==> config.mk <==
export PLATFORM = sky130hd
export DESIGN_NAME = gate_analyzer
export DESIGN_NICKNAME = d
export VERILOG_FILES = /design/src/rtl/gate_analyzer.sv
export SDC_FILE = /design/constraint.sdc
export NUM_CORES = 1
export LEC_CHECK = 0
export CAP_MARGIN = 20
export CORE_MARGIN = 10
export CORE_UTILIZATION = 50
export CTS_CLUSTER_SIZE = 25
export DETAILED_ROUTE_END_ITERATION = 8
export PLACE_DENSITY = 0.72
export SLEW_MARGIN = 20
export SYNTH_ARGS = -nofsm -noshare
export SYNTH_HDL_FRONTEND = slang
export SYNTH_SLANG_ARGS = --single-unit
==> constraint.sdc <==
create_clock -name iClk -period 3.98 [get_ports iClk]
set_clock_uncertainty 0.2 [all_clocks]
set_input_delay 1.194 -clock iClk [delete_from_list [all_inputs] [get_ports iClk]]
set_output_delay 1.194 -clock iClk [all_outputs]
set_load 0.05 [all_outputs]
==> src/rtl/gate_analyzer.sv <==
// Sweeps all eight input combinations through an external 3-input gate,
// captures its truth table and classifies it against a set of known functions.
module gate_analyzer #(
    parameter int unsigned SETTLE = 2
) (
    input  logic       iClk,
    input  logic       iRst_n,
    input  logic       iStart,
    input  logic       iY,
    output logic       oA,
    output logic       oB,
    output logic       oC,
    output logic       oBusy,
    output logic       oDone,
    output logic [7:0] oTabla,
    output logic [3:0] oCodigo,
    output logic       oValido
);
    // state    | meaning
    // IDLE     | waiting for iStart, stimulus held at 000
    // APPLY    | driving vector k for SETTLE cycles, capturing iY on the last one
    // CLASSIFY | capture complete, publishing table and code on exit
    // DONE     | one-cycle completion pulse
    typedef enum logic [1:0] {
        IDLE     = 2'd0,
        APPLY    = 2'd1,
        CLASSIFY = 2'd2,
        DONE     = 2'd3
    } state_t;

    localparam logic [7:0] LAST = 8'(SETTLE - 1);

    state_t      state_q, state_d;
    logic [2:0]  k_q, k_d;
    logic [7:0]  cnt_q, cnt_d;
    logic [7:0]  cap_q, cap_d;
    logic [2:0]  abc_q, abc_d;
    logic [7:0]  tabla_q, tabla_d;
    logic [3:0]  codigo_q, codigo_d;
    logic        valido_q, valido_d;
    logic [3:0]  class_code;

    function automatic logic [3:0] classify(input logic [7:0] t);
        case (t)
            8'h80:   classify = 4'd1;
            8'h7F:   classify = 4'd2;
            8'hFE:   classify = 4'd3;
            8'h01:   classify = 4'd4;
            8'h0F:   classify = 4'd5;
            8'h33:   classify = 4'd6;
            8'h96:   classify = 4'd7;
            8'h69:   classify = 4'd8;
            8'h00:   classify = 4'd9;
            8'hFF:   classify = 4'd10;
            default: classify = 4'd0;
        endcase
    endfunction

    assign class_code = classify(cap_q);

    always_comb begin
        state_d  = state_q;
        k_d      = k_q;
        cnt_d    = cnt_q;
        cap_d    = cap_q;
        abc_d    = abc_q;
        tabla_d  = tabla_q;
        codigo_d = codigo_q;
        valido_d = valido_q;
        case (state_q)
            IDLE: begin
                abc_d = 3'b000;
                if (iStart) begin
                    state_d = APPLY;
                    k_d     = 3'd0;
                    cnt_d   = 8'd0;
                    cap_d   = 8'h00;
                end
            end
            APPLY: begin
                if (cnt_q == LAST) begin
                    cap_d[k_q] = iY;
                    cnt_d      = 8'd0;
                    k_d        = k_q + 3'd1;
                    // The stimulus register is loaded with the next vector on the
                    // capture edge so each vector is held for exactly SETTLE cycles.
                    if (k_q == 3'd7) begin
                        state_d = CLASSIFY;
                        abc_d   = 3'b000;
                    end else begin
                        abc_d = k_q + 3'd1;
                    end
                end else begin
                    cnt_d = cnt_q + 8'd1;
                end
            end
            CLASSIFY: begin
                tabla_d  = cap_q;
                codigo_d = class_code;
                valido_d = (class_code != 4'd0);
                state_d  = DONE;
            end
            DONE: begin
                state_d = IDLE;
            end
            default: begin
                state_d = IDLE;
            end
        endcase
    end

    always_ff @(posedge iClk or negedge iRst_n) begin
        if (!iRst_n) begin
            state_q  <= IDLE;
            k_q      <= 3'd0;
            cnt_q    <= 8'd0;
            cap_q    <= 8'h00;
            abc_q    <= 3'b000;
            tabla_q  <= 8'h00;
            codigo_q <= 4'd0;
            valido_q <= 1'b0;
        end else begin
            state_q  <= state_d;
            k_q      <= k_d;
            cnt_q    <= cnt_d;
            cap_q    <= cap_d;
            abc_q    <= abc_d;
            tabla_q  <= tabla_d;
            codigo_q <= codigo_d;
            valido_q <= valido_d;
        end
    end

    assign oA      = abc_q[2];
    assign oB      = abc_q[1];
    assign oC      = abc_q[0];
    assign oBusy   = (state_q != IDLE);
    assign oDone   = (state_q == DONE);
    assign oTabla  = tabla_q;
    assign oCodigo = codigo_q;
    assign oValido = valido_q;

endmodule

==> results.py <==
metrics = {
    "synth": {
        "syn_area_um2": 2130,
        "synth_top_area_share_pct": 43.4,
        "synth_top_family_by_area": "simple AND/OR/NAND/NOR gates",
        "synth.avg_cell_area_um2": 9.57,
        "netlist_instances": 223,
        "synth-seq-cells": 37,
        "synth-simple-area-share_pct": 19.7,
        "synth.distinct_cells": 44,
        "ys.warnings.count": 0,
        "yosys-top-cells-area": "dfrtp_1, mux2_2, ha_1",
        "synthArstFlopShare_pct": 100,
        "yosysTopAreaCell": "dfrtp_1",
        "synthMuxAreaShare_pct": 8.50,
        "synth_compound_area_share_pct": 16.3,
        "synth-adder-area-share_pct": 4.69,
        "ys_seq_area_share_pct": 43.4,
        "synth-xor-area-share_pct": 2.05,
        "synth_nets": 235,
        "ys.flop_type": "dfrtp_1",
        "synth_edf_count": 0,
    },
    "worst_hold_path": {
        "hp-class": "reg -> reg",
        "hold_depth": 2,
        "hold_start": "oCodigo[0]",
        "hold_path_end": "oCodigo[0]",
    },
    "setup_path": {
        "reg2regPathDepth": 6,
        "r2r_slack_ns": 1.27,
        "cp_max_fo": 8,
        "worstReg2RegEnd": "cnt_q[2]",
        "timing.rr.start": "state_q[1]",
        "end_kind": "output port",
        "critical_path_arrival_ns": 2.02,
        "critPathKind": "reg -> out",
        "crit_path_start_kind": "flip-flop",
        "worstPathRequired_ns": 2.59,
    },
    "flow_run": {
        "drv_cap": 0,
    },
    "final_layout": {
        "fillers": 371,
        "final_cell_area_um2": 2410,
        "fin_util_pct": 59.3,
        "final_common_cell": "dfrtp_1",
        "syn2layout_area_growth_pct": 12.8,
        "fin_nets": 246,
        "regArea_um2": 926,
        "insertedDiodeCount": 0,
        "final_cell_mix": "dfrtp_1, nor2_1, clkdlybuf4s50_1",
        "multi_input_area_um2": 1100,
        "drive_gt1_share_pct": 10.2,
    },
    "floorplan": {
        "die_area_um2": 7280,
        "core_um2": 4060,
        "boundaryPins": 22,
        "start_util_pct": 52.6,
        "die_y_um": 85.3,
        "rows": 23,
        "fp.dieW_um": 85.3,
    },
    "global_route": {
        "grt.overflow.total": 0,
        "grt_pass1_vias": 1596,
        "grt_use_total_pct": 12.7,
        "grt_max_degree": 38,
        "grt_first_pass_wirelength_mm": 7.78,
        "antenna_found_initial": 0,
    },
    "routing": {
        "ant_nets": 0,
        "vias_per_cell": 5.91,
        "drcViolationCount": 0,
        "wl_mm": 4.37,
        "firstDrtPassIters": 4,
        "vias": 1683,
        "wl_per_cell_um": 15.3,
        "drtIter0Drc": 84,
    },
    "sta": {
        "final-hold-violation-count": 0,
        "post-route-min-period_ns": 3.41,
        "finalCritPeriodShare_pct": 85.7,
        "tightestPinTransition_ns": 0.931,
        "rsz0062_at_grt": "no",
        "setup-violations-final": 0,
        "maxSlewHeadroom_pct": 37.8,
        "report.final.slew_viol_count": 0,
        "fmax_mhz": 293,
        "tns_ns": 0,
    },
    "cts": {
        "insertion_delay_ns": 0.29,
        "cts_hold_buf": 0,
        "cts_tree": "done",
        "cts_setup_buffers": 0,
        "cts_sinks": 37,
        "cts_buffer_depth": 2,
        "clkTransAtPathRegs_ns": 0.07,
        "cts_resized": 0,
        "cts-buffers-inserted": 5,
        "clock-root-buffer": "clkbuf_8",
        "htreeDepth": 2,
    },
    "place": {
        "io_buffers": 21,
        "placed_area_um2": 2320,
        "hpwl_mm": 3.04,
        "routabilityCongestion": 0.799,
    },
    "power": {
        "peakVddDrop_uv": 217,
        "seq_power_share_pct": 58.5,
        "p_leak_uw": 0.000998,
        "power-per-cell-area_nw_per_um2": 267,
        "p_clk_share_pct": 39.7,
        "p_int_uw": 500,
        "switching_power_uw": 142,
        "switching_share_pct": 22.1,
        "pwr-share-comb_pct": 1.7,
    },
    "outcome": {
        "status": "finished clean",
    },
}
==> cell families after synthesis <==
| kind of cell | count (synthesis) |
|---|---|
| compound gates | 54 |
| xor+xnor | 5 |
| fa+ha+maj | 8 |
| buf+inv | 25 |
| flops | 37 |
| mux | 17 |
| simple gates | 77 |
==> per-layer routing <==
layer,track usage [%],vias up,share of wire (%)
met4,4.04,0,1.1
li1,-,837,-
met3,4.97,6,6.8
met1,16.6,804,47
met5,0,-,0
met2,18.8,36,45
==> cell type report <==
class / count / area share, %
Timing Repair Buffer: 22 / 8.84
Multi-Input combinational cell: 161 / 45.6
Clock buffer: 6 / 3.01
Clock inverter: 2 / 0.416
Inverter: 7 / 1.09
Sequential cell: 37 / 38.5
Tap cell: 50 / 2.60
==> flip-flops by register name, summed over array words and instances (netlist names) <==
signal and flops:
cap_q 8, cnt_q 8, oTabla 8, oCodigo 4, abc_q 3, k_q 3
state_q 2, oValido 1
==> synth_stat cells (3+ instances only) <==
| cell | count |
|---|---|
| a21oi_1 | 9 |
| a31oi_1 | 5 |
| buf_2 | 9 |
| clkbuf_1 | 6 |
| dfrtp_1 | 37 |
| ha_1 | 8 |
| inv_1 | 6 |
| mux2_2 | 9 |
| mux2i_1 | 8 |
| nand2_1 | 12 |
| nand3_1 | 9 |
| nand4_1 | 5 |
| nor2_1 | 24 |
| nor2b_1 | 3 |
| nor3_1 | 6 |
| o21a_1 | 3 |
| o21ai_0 | 17 |
| o31ai_1 | 10 |
| xnor2_1 | 5 |
==> critical path, cell delays in order, from the launching register on <==
cell and delay [ns]:
dfrtp_1 0.38, inv_1 0.08, ha_1 0.31, inv_1 0.14
clkdlybuf4s50_1 0.81
==> how the worst max path moves through the flow <==
stage               end  startpoint  slack (ns)
6_report          oBusy  state_q[0]        0.57
5_1_grt           oBusy  state_q[1]        0.45
4_1_cts           oBusy  state_q[0]        0.57
3_5_place_dp   cnt_q[7]      iStart        0.57
3_3_place_gp   cnt_q[7]      iStart        0.60
2_1_floorplan     oBusy  state_q[0]        1.50
==> power groups by stage <==
stage | Clock, uW | Combinational (uW) | Sequential, uW
2_1_floorplan | 0 | 0.942 | 383
3_3_place_gp | 0 | 11.6 | 383
3_5_place_dp | 0 | 11.7 | 383
4_1_cts | 260 | 11.7 | 376
5_1_grt | 278 | 13.3 | 376
6_report | 255 | 11.0 | 376
==> stage by stage <==
step	hold WS (ns)	setup WS [ns]	cells	power, uW
finish	0.293	0.570	285	642
global route	0.316	0.454	285	666
CTS	0.300	0.565	285	647
detailed placement	0.283	0.571	277	395
global placement	0.273	0.605	277	395
floorplan	0.311	1.50	223	384
No activity file was read; power rests on OpenSTA's default activity.
